===== config.mk =====
export PLATFORM = sky130hd
export DESIGN_NAME = opb_register_bank
export DESIGN_NICKNAME = d
export VERILOG_FILES = /design/src/rtl/opb_register_bank.sv
export SDC_FILE = /design/constraint.sdc
export NUM_CORES = 1
export LEC_CHECK = 0
export ABC_AREA = 1
export CAP_MARGIN = 20
export CORE_MARGIN = 1.5
export CORE_UTILIZATION = 34
export CTS_BUF_LIST = sky130_fd_sc_hd__clkbuf_8
export DETAILED_ROUTE_END_ITERATION = 8
export PLACE_DENSITY = 0.54
export REMOVE_ABC_BUFFERS = 1
export SYNTH_ARGS = -nofsm -noshare
export SYNTH_HDL_FRONTEND = slang
export SYNTH_SLANG_ARGS = --single-unit
export TNS_END_PERCENT = 1

===== constraint.sdc =====
create_clock -name OPB_Clk -period 2.55 [get_ports OPB_Clk]
set_clock_uncertainty 0.2 [all_clocks]
set_input_delay 0.3825 -clock OPB_Clk [delete_from_list [all_inputs] [get_ports OPB_Clk]]
set_output_delay 0.3825 -clock OPB_Clk [all_outputs]
set_load 0.1 [all_outputs]

===== src/rtl/opb_register_bank.sv =====
// OPB slave exposing C_NUM_REGS software registers with byte-enable writes, readback,
// per-register write strobes and an optional shadow/commit double-buffered mode.
module opb_register_bank #(
  parameter logic [31:0] C_BASEADDR   = 32'h010B2000,
  parameter logic [31:0] C_HIGHADDR   = 32'h010B20FF,
  parameter int unsigned C_OPB_AWIDTH = 32,
  parameter int unsigned C_OPB_DWIDTH = 32,
  parameter int unsigned C_NUM_REGS   = 8,
  parameter int unsigned C_DOUBLE_BUF = 1,
  parameter logic [31:0] C_RESET_VAL  = 32'h0
) (
  input  logic                        OPB_Clk,
  input  logic                        OPB_Rst,
  input  logic [0:C_OPB_AWIDTH-1]     OPB_ABus,
  input  logic [0:C_OPB_DWIDTH/8-1]   OPB_BE,
  input  logic [0:C_OPB_DWIDTH-1]     OPB_DBus,
  input  logic                        OPB_RNW,
  input  logic                        OPB_select,
  input  logic                        OPB_seqAddr,
  output logic [0:C_OPB_DWIDTH-1]     Sl_DBus,
  output logic                        Sl_xferAck,
  output logic                        Sl_errAck,
  output logic                        Sl_retry,
  output logic                        Sl_toutSup,
  output logic [C_NUM_REGS*32-1:0]    user_data_out,
  output logic [C_NUM_REGS-1:0]       user_wr_strb,
  output logic                        user_commit_strb
);

  typedef enum logic [1:0] {S_IDLE, S_ACK, S_GAP} state_e;

  localparam logic [5:0] CTRL_IDX = 6'h20;

  state_e                state_q;
  logic                  ack_q;
  logic [31:0]           dbus_q;

  logic [31:0]           addr;
  logic [31:0]           wdata;
  logic [3:0]            be;
  logic [31:0]           bmask;
  logic [5:0]            idx;
  logic                  hit;
  logic                  access;
  logic                  is_ctrl;
  logic                  unused_seq;

  logic [31:0]           shadow_q [C_NUM_REGS];
  logic [31:0]           shadow_d [C_NUM_REGS];
  logic [31:0]           active_q [C_NUM_REGS];
  logic [31:0]           active_d [C_NUM_REGS];
  logic [C_NUM_REGS-1:0] pending_q, pending_d;
  logic [C_NUM_REGS-1:0] wr_strb_q, wr_strb_d;
  logic                  commit_q, commit_d;
  logic [15:0]           cnt_q, cnt_d;
  logic [15:0]           pend16;
  logic [31:0]           rdata;

  // Big-endian OPB vectors map straight onto little-endian user bit numbering.
  assign addr       = OPB_ABus;
  assign wdata      = OPB_DBus;
  assign be         = OPB_BE;
  assign unused_seq = OPB_seqAddr;

  assign idx     = addr[7:2];
  assign hit     = OPB_select && (addr >= C_BASEADDR) && (addr <= C_HIGHADDR);
  assign access  = hit && (state_q == S_IDLE);
  assign is_ctrl = (idx == CTRL_IDX);

  always_comb begin
    bmask = '0;
    for (int unsigned b = 0; b < 4; b++) begin
      bmask[8*b +: 8] = {8{be[b]}};
    end
  end

  always_comb begin
    shadow_d  = shadow_q;
    active_d  = active_q;
    pending_d = pending_q;
    cnt_d     = cnt_q;
    wr_strb_d = '0;
    commit_d  = 1'b0;
    rdata     = '0;
    pend16    = '0;
    pend16[C_NUM_REGS-1:0] = pending_q;

    for (int unsigned i = 0; i < C_NUM_REGS; i++) begin
      if (idx == 6'(i)) begin
        rdata = (C_DOUBLE_BUF != 0) ? shadow_q[i] : active_q[i];
      end
    end
    if (is_ctrl) begin
      rdata = {cnt_q, pend16};
    end

    if (access && !OPB_RNW) begin
      for (int unsigned i = 0; i < C_NUM_REGS; i++) begin
        if (idx == 6'(i)) begin
          wr_strb_d[i] = 1'b1;
          if (C_DOUBLE_BUF != 0) begin
            shadow_d[i]  = (shadow_q[i] & ~bmask) | (wdata & bmask);
            pending_d[i] = 1'b1;
          end else begin
            active_d[i]  = (active_q[i] & ~bmask) | (wdata & bmask);
          end
        end
      end
      if (is_ctrl && (C_DOUBLE_BUF != 0) && be[0] && wdata[0]) begin
        active_d  = shadow_q;
        pending_d = '0;
        cnt_d     = cnt_q + 16'd1;
        commit_d  = 1'b1;
      end
    end
  end

  always_ff @(posedge OPB_Clk or negedge OPB_Rst) begin
    if (!OPB_Rst) begin
      shadow_q  <= '{default: C_RESET_VAL};
      active_q  <= '{default: C_RESET_VAL};
      pending_q <= '0;
      wr_strb_q <= '0;
      commit_q  <= 1'b0;
      cnt_q     <= '0;
    end else begin
      shadow_q  <= shadow_d;
      active_q  <= active_d;
      pending_q <= pending_d;
      wr_strb_q <= wr_strb_d;
      commit_q  <= commit_d;
      cnt_q     <= cnt_d;
    end
  end

  // Read data is captured when the access is performed and shown only while acking.
  always_ff @(posedge OPB_Clk or negedge OPB_Rst) begin
    if (!OPB_Rst) begin
      state_q <= S_IDLE;
      ack_q   <= 1'b0;
      dbus_q  <= '0;
    end else begin
      case (state_q)
        S_IDLE: begin
          ack_q  <= 1'b0;
          dbus_q <= '0;
          if (hit) begin
            state_q <= S_ACK;
            ack_q   <= 1'b1;
            if (OPB_RNW) begin
              dbus_q <= rdata;
            end
          end
        end
        S_ACK: begin
          state_q <= S_GAP;
          ack_q   <= 1'b0;
          dbus_q  <= '0;
        end
        S_GAP: begin
          state_q <= S_IDLE;
          ack_q   <= 1'b0;
          dbus_q  <= '0;
        end
        default: begin
          state_q <= S_IDLE;
          ack_q   <= 1'b0;
          dbus_q  <= '0;
        end
      endcase
    end
  end

  always_comb begin
    user_data_out = '0;
    for (int unsigned i = 0; i < C_NUM_REGS; i++) begin
      user_data_out[32*i +: 32] = active_q[i];
    end
  end

  assign Sl_DBus          = dbus_q;
  assign Sl_xferAck       = ack_q;
  assign Sl_errAck        = 1'b0;
  assign Sl_retry         = 1'b0;
  assign Sl_toutSup       = 1'b0;
  assign user_wr_strb     = wr_strb_q;
  assign user_commit_strb = commit_q;

endmodule


; ---- After elaboration in Yosys (flattened, before gate mapping)
; Cells that the tools add are included.
; Widths: inputs -> output; s select.
[op_classes]
bitwise = 18
reduce_logical = 34
n_addsub = 1
order_cmp = 2
n_eq_ne = 10
mux = 36
[op_table]
columns = operator, count
row1 = $mux 32, 12
row2 = $and 32x32->32, 9
row3 = $or 32x32->32, 8
row4 = $reduce_and 2->1, 17
row5 = $ge 32x25->1 const B, 1
row6 = $le 32x25->1 const B, 1
row7 = $not 32->32, 1
row8 = $eq 6x3->1 const B, 4
row9 = $mux 1, 20
row10 = $add 16x1->16 const B, 1
row11 = $mux 8, 2
row12 = $reduce_bool 2->1, 8
row13 = $eq 6x2->1 const B, 2
row14 = $eq 6x1->1 const B, 1
row15 = $eq 6x6->1 const B, 1
row16 = $logic_and 1x1->1, 6
row17 = $logic_not 6->1, 1
row18 = $pmux 2 s2, 1
row19 = $eq 2x1->1 const B, 1
row20 = $logic_not 2->1, 1
row21 = $mux 2, 1
row22 = $ne 2x2->1 const B, 1
row23 = $logic_not 1->1, 1
[totals]
inputBits = 73
reg_bits = 580
out_inout_bits = 301
wordCells = 131

; ---- Longest topological paths before layout
; Gate-level depths: netlist of run 1.
[depth]
word_depth = 13
depth_mapped = 13
ltp_nobuf = 13

; ---- Worst setup path after synthesis of run 1
; OpenSTA, ideal clock, no wires.
[synth_path]
kind = input-to-reg
startpoint = in OPB_ABus[29] in the netlist's numbering
endpoint = reg cnt_q[11]
path_buffers = 2
arrival_ns = 1.846
stages = 10
setup_ns = 0.117
slack_ns = 0.387
required_ns = 2.233
path_cell_list = buf_2 nor2_1 nand3_2 nor2_4 nand4_4 clkbuf_1 nor3_1 nand3_1 nand2_1 nand2_1
[synth_via]
elab_chain_len = 6
elab_cells_between_ends = 10
[synth_rtl]
columns = item, line
row1 = "start, declared", 14  ; input logic [0:C_OPB_AWIDTH-1] OPB_ABus,
row2 = $ge 32x25->1, 66  ; assign hit = OPB_select && (addr >= C_BASEADDR) && (addr <= C_HIGHADDR);
row3 = $logic_and 1x1->1 (2 in series), 66
row4 = $logic_and 1x1->1, 67  ; assign access = hit && (state_q == S_IDLE);
row5 = $logic_and 1x1->1, 97  ; if (access && !OPB_RNW) begin
row6 = $reduce_and 2->1 (no line) (*), n/a
row7 = "end signal, assigned", 132  ; cnt_q <= cnt_d;
row8 = "end, declared", 55  ; logic [15:0] cnt_q, cnt_d;
; Mark *: on every way between the ends. The rest lies on a longest branch, timed or not.
; A chain may end at the register's enable or synchronous reset.

; ---- Final worst setup path of run 1
[layout_path]
startpoint = in OPB_ABus[24] in the netlist's numbering
endpoint = reg dbus_q[26] (netlist: Sl_DBus[5])
[layout_via]
elab_chain_len = 13
elab_cells_between_ends = 25
[layout_rtl]
columns = item, line
row1 = $logic_not 6->1, 89  ; if (idx == 6'(i)) begin
row2 = $mux 32 (8 in series), 89
row3 = $mux 32, 93  ; if (is_ctrl) begin
row4 = $mux 32, 150  ; if (OPB_RNW) begin
row5 = $mux 32 (*), 147  ; if (hit) begin
row6 = $mux 32 (*), 143  ; case (state_q)
row7 = "end signal, assigned", 151  ; dbus_q <= rdata;
row8 = "end, declared", 36  ; logic [31:0] dbus_q;
; Marked as above.

==> impl_metrics.toml, run 1 <==
[timing]
period_share_pct = 89.7
rsz0062_at_grt = "no"
slew_viol_final = 0
fmax_ghz = 0.437
slew_headroom_pct = 61.7
tightest_slew_ns = 0.568
min_period_ns = 2.29
finalSetupViolCount = 0
fin_hold_ws_ns = 0.223
finalHoldViolations = 0
tns_ns = 0

[yosys]
syn_avg_cell_area_um2 = 8.78
synth-edff-count = 0
ys_ff_latch = 580
syn-cell-area_um2 = 23600
ys_types = 34
synth-seq-area-share_pct = 61.4
ys_async_sr_fraction_pct = 100
synth_flop_cell = "dfrtp_1"
syn-instance-count = 2694
yosys_warnings = 0

[final_layout]
seqCellArea_um2 = 14500
fin_util_pct = 45.3
areaGrowthSynthToFinish_pct = 31.6
nNetsFinal = 3275
final_area_um2 = 31100
layout-drive-gt1-share_pct = 19.5
fill_cells = 6792
finalNonFillerCells = 4201
num_antenna_cells = 0
multiInputGateArea_um2 = 7760

[die]
dieArea_um2 = 71100
num_rows = 96
initial_core_util_pct = 34.4
core_area_um2 = 68700
die_h_um = 267
die_w_um = 267
io_pins = 374

[drt]
drt_first_iter_violations = 1373
ant_nets = 0
drt_first_pass_iters = 5
drcViolationCount = 0
vias = 19883
detail_route.wl_per_cell_um = 18.3
wl_um = 76700
vias_per_cell = 4.73

[job]
drv_cap = 0

[placement]
gp_congestion = 0.832
dpl_cell_area_um2 = 29100
dp_cells = 4031
dp_hpwl_um = 54400
numPortBuffers = 369

[setup_path]
end_kind = "flop"
cp_slowest_cell = "clkdlybuf4s50_1"
path_cells = "clkdlybuf4s50_1 -> nor2_2 -> buf_4 -> nand3_2 -> buf_4 -> nor2_1 -> nor3_1 -> nand3_1 -> nor3_1 -> buf_4 -> nor2_1"
timing.rr.start = "state_q[0]"
crit_family = "buffers and inverters"
reg2reg_depth = 7
critPathLaunchType = "primary input"
path_common_cell = "buf_4"
crit_buf_inv = 4
critPathKind = "in -> reg"
crit_required_ns = 2.90
arrival_ns = 2.64
crit_fanout = 10
rrSetupSlack_ns = 0.34
slowest_delay_ns = 0.61

[clock_network]
cts_buffers = 96
worst_skew_pair.late_latency_ns = 0.68
cts_tree = "yes"
clk_transition_reported_paths_ns = 0.06
htree_levels = 3
post-cts-setup-buffers = 0
post_cts_resized = 0
root_buffer = "clkbuf_8"
cts_buffer_depth = 3
cts.sinks = 580

[global_routing]
grt.total_usage_pct = 21.6
met1_usage_pct = 29.9
top_usage_layer = "met2"
grt_max_degree = 85
antenna_found_initial = 2
met2_usage_pct = 34.8
grt_pass1_wl_um = 117000
overflow = 0
grtUsageMet3_pct = 4.26
first_global_vias = 19631

[power]
peakVddDrop_mv = 0.331
p_leak_nw = 15.2
cellPowerDensity_nw_per_um2 = 579

[min_path]
hp-class = "in -> async"

[outcome]
outcome = "finished, final reports clean"
[how the worst max path moves through the flow]
stage | start | endpoint | slack [ns] | cells past startpoint
3_5_place_dp | OPB_ABus[26] | Sl_DBus[9] | -0.43 | 12
6_report | OPB_ABus[24] | Sl_DBus[5] | 0.26 | 11
2_1_floorplan | OPB_ABus[27] | cnt_q[4] | -4.48 | 9
3_3_place_gp | OPB_ABus[24] | Sl_DBus[5] | -0.43 | 11
4_1_cts | state_q[0] | flop | 0.30 | 7
5_1_grt | OPB_ABus[26] | Sl_DBus[5] | 0.14 | 11
[cell type report]
cell class                      instances  share of cell area [%]
Sequential cell                       580                    46.6
Clock inverter                         41                   0.692
Multi-Input combinational cell       1753                    24.9
Timing Repair Buffer                  534                    15.6
Tap cell                              931                    3.74
Inverter                              236                    2.86
Clock buffer                          126                    5.57
[per-layer routing]
metal / vias up / wire length (um)
li1: 9571 / -
met1: 9673 / 34900
met2: 546 / 36000
met3: 89 / 4560
met4: 4 / 1290
met5: - / 30
[per-stage QoR]
step                worst slack, ns  total power, W
CTS                           0.296          0.0183
floorplan                     -4.48         0.00948
finish                        0.264          0.0180
global placement             -0.428         0.00994
global route                  0.144          0.0188
detailed placement           -0.431         0.00995
[synthesized netlist by cell type (2+ instances only)]
cell type	n	area share [%]
nand4_1	19	0.50
o21ai_0	429	9.1
buf_2	12	0.25
nor2_1	128	2.0
nand2_1	951	15
a21oi_1	50	1.1
o22ai_1	30	0.79
inv_2	3	0.048
inv_1	232	3.7
o21bai_1	8	0.25
or2_2	4	0.11
o21ai_1	15	0.32
buf_6	4	0.19
nor2_4	9	0.43
nor3_4	2	0.14
o211ai_1	2	0.063
clkbuf_1	108	1.7
buf_4	3	0.095
o21a_1	8	0.25
nor3_1	26	0.55
xor2_1	11	0.41
nand2_2	8	0.21
nor2_2	2	0.053
dfrtp_1	580	61
nand3_1	41	0.87
[what timing repair did]
item,4_1_cts,5_1_grt
hold buffers,2,0
endpoints found under the hold margin,571,0
endpoints found under the setup margin,0,0
[power by group]
part	internal, W	total (W)	switching, W	leakage, nW
combinational	0.000186	0.000567	0.000381	6.07
clock	0.00450	0.00824	0.00374	1.11
sequential	0.00921	0.00921	0.0000000713	8.05
[placed cells by master (no fill, tap or decap), types with 4 or more instances in the layout]
master / n
nand2_1: 951
dfrtp_1: 580
o21ai_0: 429
buf_4: 410
inv_1: 262
clkbuf_8: 126
nor2_1: 125
clkdlybuf4s50_1: 70
a21oi_1: 50
buf_12: 50
nand3_1: 38
o22ai_1: 30
nor3_1: 26
nand4_1: 19
o21ai_1: 15
nor2_4: 11
xor2_1: 11
nand2_2: 8
o21bai_1: 8
o21a_1: 8
nand3_2: 4
or2_2: 4
[kinds of logic after synthesis]
kind of cell    after synthesis  share of synthesized area [%]
flops                       580                           61.4
compound gates              542                           11.8
fa+ha+maj                     1                         0.0529
simple gates               1196                           20.3
xor+xnor                     11                          0.407
buf+inv                     363                           6.00
other cells                   1                         0.0159
[worst reg2reg max path, stage by stage, from the launching register on]
cell and delay, ns:
dfrtp_1 0.37, nor2_1 0.43, nand3_4 0.13, buf_12 0.18, nor2_4 0.11, buf_12 0.15, nand2_2 0.25, o21ai_0 0.29
Note: power is estimated with default switching activity, not from simulation.
==> inputs of run 2 (changes only) <==
RECOVER_POWER = 50   (was unset)
==> impl_metrics.toml, run 2 (synthesis gave the netlist of run 1 again) <==
[outcome]
outcome = "finished with violations"
violations = "capacitance limit, slew limit"

[final_layout]
final_cell_mix = "951 x nand2_1, 580 x dfrtp_1, 429 x o21ai_0, 262 x inv_1, 261 x buf_4"
nNetsFinal = 3275
fin_util_pct = 44.6
layout-drive-gt1-share_pct = 19.3
areaGrowthSynthToFinish_pct = 29.7
num_antenna_cells = 0
layout_commonest_cell = "nand2_1"
final_area_um2 = 30700

[placement]
dp_slack_ns = -0.431
dp_hpwl_um = 54400
numPortBuffers = 369
dpl_cell_area_um2 = 29100
gp_congestion = 0.832

[job]
drv_cap = 1

[min_path]
hp-class = "reg -> reg"
min_path_cells = 1

[setup_path]
arrival_ns = 2.66
critPathKind = "in -> reg"
cp_slowest_cell = "clkdlybuf4s50_1"
reg2reg_depth = 9
end_kind = "flop"
slowest_delay_ns = 0.60
crit_required_ns = 2.90
critPathLaunchType = "primary input"
crit_fanout = 10
path_cells = "clkdlybuf4s50_1 -> nor2_1 -> buf_4 -> nand3_2 -> buf_4 -> nor2_1 -> nor3_1 -> nand3_1 -> nor3_1 -> buf_4 -> nor2_1"

[drt]
vias_per_cell = 4.73
drt_first_pass_iters = 5
ant_nets = 0
wl_um = 76600
drcViolationCount = 0
drt_first_iter_violations = 1308
vias = 19875
detail_route.wl_per_cell_um = 18.2

[die]
io_pins = 374
die_h_um = 267
initial_core_util_pct = 34.4
num_rows = 96
die_w_um = 267
dieArea_um2 = 71100
core_area_um2 = 68700

[timing]
tightest_slew_ns = 1.57
finalSetupViolCount = 0
slew_viol_final = 27
finalHoldViolations = 0
tns_ns = 0
fin_ws_ns = 0.244
fmax_ghz = 0.434
period_share_pct = 90.4
rsz0062_at_grt = "no"
slew_headroom_pct = -5.10
min_period_ns = 2.31

[clock_network]
worst_skew_pair.late_latency_ns = 0.68
clk_transition_reported_paths_ns = 0.06
cts_tree = "yes"
cts_buffer_depth = 3
root_buffer = "clkbuf_8"
post_cts_resized = 0
cts.sinks = 580
htree_levels = 3
cts_buffers = 96

[global_routing]
first_global_vias = 19631
grt_max_degree = 85
overflow = 0
grt_pass1_wl_um = 117000
grt.total_usage_pct = 21.6
antenna_found_initial = 2

[power]
total_power_w = 0.0180
peakVddDrop_mv = 0.331
p_leak_nw = 15.1
cellPowerDensity_nw_per_um2 = 587
[run 2: timing repair]
action / in CTS / in global routing
hold buffers: 2 / 0
hold endpoints to repair: 571 / 0
buffers inserted: 0 / 0
[run 2: per-layer routing]
layer	up-vias	GRT usage, %	routed length [um]
met4	4	5.48	1290
met1	9668	29.9	34900
li1	9566	-	-
met5	-	0	30
met2	546	34.8	36000
met3	91	4.26	4430
[run 2: where the power goes]
group / internal, W / switching [W]
Combinational: 0.000168 / 0.000377
Sequential: 0.00921 / 0.0000000712
Clock: 0.00450 / 0.00375
[run 2: critical path, delay by kind of cell]
kind,cells,cell delay (ns)
AND/OR/NAND/NOR,7,1.02
buffers and inverters,4,1.22
[run 2: final timing paths]
path / from / to / slack (ns)
max in group asynchronous: OPB_Rst / user_data_out[253] / 0.28
min in group asynchronous: OPB_Rst / user_data_out[68] / 0.43
setup reg to reg: state_q[0] / flop / 0.32
hold / removal: state_q[1] / state_q[1] / 0.22
setup / recovery: OPB_ABus[26] / Sl_DBus[5] / 0.24
hold reg to reg: state_q[1] / state_q[1] / 0.22
[run 2: area by class of cell]
cell class                      count  area, um^2
Clock inverter                     41         215
Tap cell                          931        1160
Timing Repair Buffer              534        4390
Fill cell                        6875       38000
Sequential cell                   580       14500
Multi-Input combinational cell   1753        7760
Inverter                          236         888
Clock buffer                      126        1730
[run 2: metrics by stage]
stage / std cells / hold slack (ns)
4_1_cts: 4200 / 0.165
6_report: 4201 / 0.225
3_5_place_dp: 4031 / 0.111
3_3_place_gp: 4031 / 0.115
5_1_grt: 4201 / 0.225
2_1_floorplan: 2569 / -0.113
==> inputs of run 3 (changes only) <==
==> constraint.sdc (replaced) <==
create_clock -name OPB_Clk -period 2.7 [get_ports OPB_Clk]
set_clock_uncertainty 0.2 [all_clocks]
set_input_delay 0.405 -clock OPB_Clk [delete_from_list [all_inputs] [get_ports OPB_Clk]]
set_output_delay 0.405 -clock OPB_Clk [all_outputs]
set_load 0.02 [all_outputs]
==> impl_metrics.toml, run 3 (synthesis gave the netlist of run 1 again) <==
[drt]
drt_first_iter_violations = 1474
detail_route.wl_per_cell_um = 18.3
top_layer = "met5"
drcViolationCount = 0
drt_first_pass_iters = 5
vias_per_cell = 4.72
vias = 19809
met1Wirelength_um = 34100
wl_um = 76800
routed-wl-met2_um = 35600
wl_met3_um = 5140
ant_nets = 0

[setup_path]
cp_slowest_cell = "dlygate4sd3_1"
end_kind = "flop"
path_cells = "dlygate4sd3_1 -> nor2_1 -> clkbuf_1 -> nand3_2 -> buf_4 -> o22ai_1 -> nor3_1 -> nand3_1 -> nor3_1 -> nor2_1"
crit_fanout = 17
rrSetupSlack_ns = 0.30
crit_family = "buffers and inverters"
critPathKind = "in -> reg"
critPathLaunchType = "primary input"
slowest_delay_ns = 0.69
crit_buf_inv = 3
arrival_ns = 2.87
crit_required_ns = 3.03

[die]
die_w_um = 267
initial_core_util_pct = 34.4
dieArea_um2 = 71100
core_area_um2 = 68700
num_rows = 96
io_pins = 374
die_h_um = 267

[timing]
fmax_ghz = 0.393
tightest_slew_ns = 1.43
finalSetupViolCount = 0
min_period_ns = 2.54
tns_ns = 0
rsz0062_at_grt = "no"
finalHoldViolations = 0
slew_viol_final = 0
slew_headroom_pct = 4.86
fin_hold_ws_ns = 0.0538
period_share_pct = 94.1

[min_path]
hp-class = "in -> async"

[final_layout]
areaGrowthSynthToFinish_pct = 33.1
num_antenna_cells = 0
nNetsFinal = 3259
fin_util_pct = 45.8
layout_commonest_cell = "nand2_1"
final_area_um2 = 31500
layout-drive-gt1-share_pct = 9.53
final_cell_mix = "952 x nand2_1, 580 x dfrtp_1, 429 x o21ai_0, 367 x clkdlybuf4s50_1, 264 x inv_1"

[clock_network]
post-cts-setup-buffers = 0
cts_buffer_depth = 3
clk_transition_reported_paths_ns = 0.06
root_buffer = "clkbuf_8"
worst_skew_pair.late_latency_ns = 0.68
cts.sinks = 580
cts_tree = "yes"
cts_buffers = 99
htree_levels = 3

[placement]
dpl_cell_area_um2 = 29800
gp_congestion = 0.839
numPortBuffers = 369
dp_hpwl_um = 53600

[outcome]
outcome = "finished, final reports clean"

[power]
p_leak_nw = 14.4
peakVddDrop_mv = 0.302
total_power_w = 0.0170
cellPowerDensity_nw_per_um2 = 539

[global_routing]
antenna_found_initial = 3
grt_pass1_wl_um = 117000
grt.total_usage_pct = 21.7
overflow = 0
grt_max_degree = 81
first_global_vias = 19826

[job]
drv_cap = 0
==> run 3: area by class of cell <==
type / instances / area [um^2]
fillers: 6748 / 37200
flip-flops and latches: 580 / 14500
multi-input cells: 1753 / 7750
repair buffers: 515 / 5200
clock buffers: 125 / 1720
well taps: 931 / 1160
inverters: 236 / 888
clock inverters: 53 / 241
==> run 3: report_power, final <==
group / internal (W) / switching, W
clock network: 0.00415 / 0.00362
logic: 0.000142 / 0.000341
registers: 0.00870 / 0.0000000665
==> run 3: timing repair <==
action | in CTS | in global routing
hold buffers | 1 | 0
resized for setup | 0 | 0
endpoints found under the hold margin | 366 | 0
==> run 3: final timing paths <==
kind / to / cells past startpoint / startpoint
worst max register to register: user_data_out[135] / 6 / state_q[0]
worst min register to register: state_q[1] / 1 / state_q[1]
max in group asynchronous: user_data_out[252] / 4 / OPB_Rst
min in group OPB_Clk: state_q[1] / 1 / state_q[1]
worst min-delay path: async pin / 2 / OPB_Rst
worst max-delay path: Sl_DBus[13] / 10 / OPB_ABus[27]
==> run 3: worst reg2reg max path: stages, from the launching register on <==
cell and delay, ns:
dfrtp_1 0.37, nor2_1 0.43, nand4_4 0.31, inv_4 0.17
clkbuf_4 0.56, nand2_1 0.20, nand2_1 0.10
==> run 3: metal layers <==
layer  vias up  track usage, %
li1       9555               -
met1      9536            29.3
met2       599            34.5
met3       115            4.74
met4         4            7.31
met5         -               0
==> run 3: per-stage QoR <==
stage	instances	setup slack (ns)
final	4193	0.158
after global routing	4193	0.0813
after CTS	4193	0.275
after detailed placement	4014	-0.415
after global placement	4014	-0.351
after floorplan	2569	-4.35
==> patch 1 (config.mk and constraints of run 2) <==
Change the parameter `C_NUM_REGS` from 8 to 4.
--- a/src/rtl/opb_register_bank.sv
+++ b/src/rtl/opb_register_bank.sv
@@ -5,7 +5,7 @@
   parameter logic [31:0] C_HIGHADDR   = 32'h010B20FF,
   parameter int unsigned C_OPB_AWIDTH = 32,
   parameter int unsigned C_OPB_DWIDTH = 32,
-  parameter int unsigned C_NUM_REGS   = 8,
+  parameter int unsigned C_NUM_REGS   = 4,
   parameter int unsigned C_DOUBLE_BUF = 1,
   parameter logic [31:0] C_RESET_VAL  = 32'h0
 ) (
Interface: changed (resized user_data_out and user_wr_strb); port bits go from 374 to 242. The function was not compared with the original's and may differ.
==> patch 1 against run 2 <==
The flow still finishes with violations (max-capacitance violations, max-slew violations); final area down 43%; wire length down 45%; setup slack better by 0.056 ns; power decreased by 44%; sequential cell count fell by 264; register-to-register slack got worse by 0.02 ns; synthesized cell count down 41%; area after synthesis decreased by 42%.
==> patch 1: results (changes against run 2) <==
Highest Signal Layer -> met4 (was met5)
Layout clock buffers -> 75 (was 126)
Final net count -> 1974 (was 3275)
Slowest CP cell -> dfrtp_1 (was clkdlybuf4s50_1)
ANT cells -> 1 (was 0)
Final slew viol count -> 59 (was 27)
Worst vdd ir -> 0.262 mV (was 0.331 mV)
Top delay family on crit path -> simple AND/OR/NAND/NOR gates (was buffers and inverters)
WL met2 -> 19400 um (was 36000 um)
GRT Total Usage -> 20.5% (was 21.6%)
CP max stage delay -> 0.38 ns (was 0.60 ns)
Tightest Pin Transition -> 1.81 ns (was 1.57 ns)
Vias per Instance -> 4.76 (was 4.73)
Pre-CTS WS -> -0.0890 ns (was -0.431 ns)
Multi-input gate count -> 1078 (was 1753)
Leak -> 9.14 nW (was 15.1 nW)
WL final -> 42100 um (was 76600 um)
Placed cell areas -> 16700 um2 (was 29100 um2)
Max Cap Violations -> 1 (unchanged)
Fillers -> 4089 (was 6875)
HPWL after DPL -> 29600 um (was 54400 um)
Clock Latency Late Sink -> 0.59 ns (was 0.68 ns)
Layout cells sized above 1 -> 19.2% (was 19.3%)
Synth top area cells -> dfrtp_1 (58%), nand2_1 (17%), nand3_1 (5.4%), inv_1 (3.1%), o21ai_1 (2.2%) (was dfrtp_1 (61%), nand2_1 (15%), o21ai_0 (9.1%), inv_1 (3.7%), nor2_1 (2.0%))
DR iter-0 viols -> 813 (was 1308)
Non-clock buffer share -> 15.3% (was 14.3%)
Multi-input gate area -> 4800 um2 (was 7760 um2)
Highest clock rate -> 0.444 GHz (was 0.434 GHz)
Fin Hold WS -> 0.229 ns (was 0.225 ns)
Largest net degree at the start of global routing -> 122 (was 85)
Failing checks -> max-capacitance violations, max-slew violations (unchanged)
Hold crit path type -> register to register (unchanged)
Initial antenna violation count -> 1 (was 2)
Crit path launch type -> register (was input port)
Global-route wire length before repair -> 66100 um (was 117000 um)
DR WL met3 -> 2220 um (was 4430 um)
Wl on met1 -> 19400 um (was 34900 um)
Grt met3 use -> 3.55% (was 4.26%)
Routing usage on met1 -> 28.4% (was 29.9%)
Post-Synth Adder-Cell Area -> 0.0916% (was 0.0529%)
GR Layer Usage met2 -> 32.4% (was 34.8%)
CTS Sinks -> 316 (was 580)
Post-synth top cells -> nand2_1 (627), dfrtp_1 (316), nand3_1 (146) (was nand2_1 (951), dfrtp_1 (580), o21ai_0 (429))
Reg2reg setup slack -> 0.30 ns (was 0.32 ns)
Num CTS Buffers -> 54 (was 96)
Vias in the first global route -> 11800 (was 19600)
WP data arrival -> 2.52 ns (was 2.66 ns)
Tap cells -> 525 (was 931)
Buffers, non-clock -> 334 (was 534)
Run status -> complete, but fails checks (unchanged)
Number of H-tree levels -> 2 (was 3)
P_int -> 7.75 mW (was 13.9 mW)
Clock-cell share -> 6.33% (was 6.36%)
==> patch 1: through the flow <==
stage | cells | utilization [%]
finish | 2466 | 44.4
global route | 2466 | 44.4
global placement | 2368 | 42.1
floorplan | 1510 | -
CTS | 2465 | 44.9
detailed placement | 2368 | 42.1
==> patch 1: final timing paths <==
path | endpoint | cells after the start
max | register | 11
min | state_q[1] | 1
max reg2reg | register | 11
min reg2reg | state_q[1] | 1
max in group asynchronous | asynchronous set/reset pin | 3
min in group asynchronous | user_data_out[42] | 2
==> patch 1: power groups by stage <==
stage                     clock network [mW]  registers (mW)  logic, mW
final                                   4.64            5.02      0.400
after CTS                               4.76            5.02      0.410
after global routing                    4.97            5.01      0.442
after floorplan                            0            5.11     0.0589
after global placement                     0            5.11      0.405
after detailed placement                   0            5.11      0.407
==> patch 1: worst reg2reg max path, delay by kind of cell, from the launching register on <==
family,cells,cell delay [ns]
and+or+nand+nor,10,1.35
buffers and inverters,1,0.20
DFF,1,0.38
==> patch 2 (flow settings as in run 2) <==
Made on the original files. Reset style: synchronous (`OPB_Rst`), changed in 2 clocked blocks.
--- a/src/rtl/opb_register_bank.sv
+++ b/src/rtl/opb_register_bank.sv
@@ -115,7 +115,7 @@
     end
   end
 
-  always_ff @(posedge OPB_Clk or negedge OPB_Rst) begin
+  always_ff @(posedge OPB_Clk) begin
     if (!OPB_Rst) begin
       shadow_q  <= '{default: C_RESET_VAL};
       active_q  <= '{default: C_RESET_VAL};
@@ -134,7 +134,7 @@
   end
 
   // Read data is captured when the access is performed and shown only while acking.
-  always_ff @(posedge OPB_Clk or negedge OPB_Rst) begin
+  always_ff @(posedge OPB_Clk) begin
     if (!OPB_Rst) begin
       state_q <= S_IDLE;
       ack_q   <= 1'b0;
Function: differs if OPB_Rst is asserted again (counterexample within 4 cycles, from zero or initial values and one cycle with OPB_Rst low); with OPB_Rst held inactive, the same outputs for 4 cycles.
==> patch 2 against run 2 <==
Wire length shrank 1.9%; critical path type is now register to register; final area shrank 5.7%; critical path depth grew 2; power grew 3.2%; area after synthesis shrank 7.2%; sequential cell count is the same; setup slack lost 0.14 ns; synthesized cell count shrank 0.26%; first-iteration DRC count grew 5.0%; die area shrank 7.1%.
==> patch 2: results (changes against run 2) <==
Run status -> complete, no violations (was complete, but fails checks)
Layout clock buffers -> 135 (was 126)
ANT cells -> 3 (was 0)
Top delay family on crit path -> simple AND/OR/NAND/NOR gates (was buffers and inverters)
Fillers -> 6194 (was 6875)
Sequential share of cell area -> 40.2% (was 47.3%)
DR iter-0 viols -> 1374 (was 1308)
Non-clock buffer share -> 15.7% (was 14.3%)
Placed cell areas -> 26700 um2 (was 29100 um2)
Worst vdd ir -> 0.419 mV (was 0.331 mV)
Reg2reg setup slack -> 0.11 ns (was 0.32 ns)
Tightest Pin Transition -> 0.985 ns (was 1.57 ns)
CP Max Fanout -> 16 (was 10)
Synth Area per Inst -> 8.17 um2 (was 8.78 um2)
GP Congestion -> 0.865 (was 0.832)
Netlist cell types -> 36 (was 34)
Tap cells -> 846 (was 931)
Layout cells sized above 1 -> 22.5% (was 19.3%)
Multi-input gate area -> 8380 um2 (was 7760 um2)
Post-synth ARST share -> 0% (was 100%)
Buffers, non-clock -> 527 (was 534)
Non-clock inverters -> 309 (was 236)
Post-synth top cells -> dfxtp_1 (580), nand2_1 (418), nor2_1 (415) (was nand2_1 (951), dfrtp_1 (580), o21ai_0 (429))
Multi-input gate count -> 1614 (was 1753)
Post-cts sizing count -> 0 (unchanged)
Vias in the first global route -> 19000 (was 19600)
Final design utilization -> 45.6% (was 44.6%)
Slowest CP cell -> dfxtp_1 (was clkdlybuf4s50_1)
Pre-CTS WS -> -0.511 ns (was -0.431 ns)
Global-route wire length before repair -> 113000 um (was 117000 um)
Seq/Total Area, Yosys -> 52.9% (was 61.4%)
Num CTS Buffers -> 98 (was 96)
Vias -> 19700 (was 19900)
Final net count -> 3204 (was 3275)
Largest net degree at the start of global routing -> 142 (was 85)
Reg2reg start -> state_q[1] (was state_q[0])
Highest clock rate -> 0.409 GHz (was 0.434 GHz)
WP data arrival -> 2.76 ns (was 2.66 ns)
Initial antenna violation count -> 8 (was 2)
Wire per inst -> 18.5 um (was 18.2 um)
CP max stage delay -> 0.33 ns (was 0.60 ns)
Leak -> 11.1 nW (was 15.1 nW)
Synth top area cells -> dfxtp_1 (53%), nand2_1 (7.1%), nor2_1 (7.1%), a211oi_1 (6.6%), o21ai_0 (5.2%) (was dfrtp_1 (61%), nand2_1 (15%), o21ai_0 (9.1%), inv_1 (3.7%), nor2_1 (2.0%))
Crit path launch type -> register (was input port)
Clock-cell share -> 7.49% (was 6.36%)
Worst Reg-to-Reg Cells -> 13 (was 9)
GRT Total Usage -> 22.0% (was 21.6%)
Placed insts -> 3873 (was 4031)
patch 2: cell types whose count changed after synthesis, sizes merged, moves of 18 or more:
cell,change
nand2,-531
o21ai,-159
clkbuf,-29
buf,+88
nor2,+295
nor4,+18
dfxtp,+580
a211oi,+256
dfrtp,-580
inv,+74
patch 2: power breakdown:
group	internal [mW]	leakage (nW)	switching (mW)
Sequential	9.06	4.67	0.00000000161
Combinational	0.191	5.22	0.365
Clock	5.11	1.21	3.84
patch 2: through the flow:
| step | power (mW) | hold WS, ns |
|---|---|---|
| final | 18.6 | 0.257 |
| after global routing | 19.2 | 0.276 |
| after CTS | 18.8 | 0.231 |
| after detailed placement | 9.82 | 0.223 |
| after global placement | 9.81 | 0.219 |
| after floorplan | 9.43 | 0.209 |
patch 2: kinds of logic (layout without fill, tap and decap cells):
logic type | after synthesis | in the layout | synth area share [%]
buffers and inverters | 495 | 1015 | 9.26
AO/OA/AOI/OAI | 643 | 643 | 19.3
adder cells (fa/ha/maj) | 1 | 1 | 0.0570
AND/OR/NAND/NOR | 962 | 962 | 18.3
XOR/XNOR | 5 | 5 | 0.200
other | 1 | 6 | 0.0171
flip-flops | 580 | 580 | 52.9
patch 2: worst min path at each step:
stage	start	endpoint	slack [ns]	depth (start not counted)
after CTS	OPB_Rst	state_q[0]	0.23	4
after floorplan	state_q[1]	state_q[1]	0.21	1
after detailed placement	state_q[1]	state_q[1]	0.22	1
after global routing	user_data_out[64]	user_data_out[64]	0.28	2
final	user_data_out[81]	user_data_out[81]	0.26	2
after global placement	state_q[1]	state_q[1]	0.22	1
patch 2: metal layers:
layer	global-route usage, %	wire length [um]	vias up
met1	28.9	33900	9255
met4	6.41	1350	10
met5	0	66	-
met3	4.70	4790	99
li1	-	-	9734
met2	36.4	35100	573
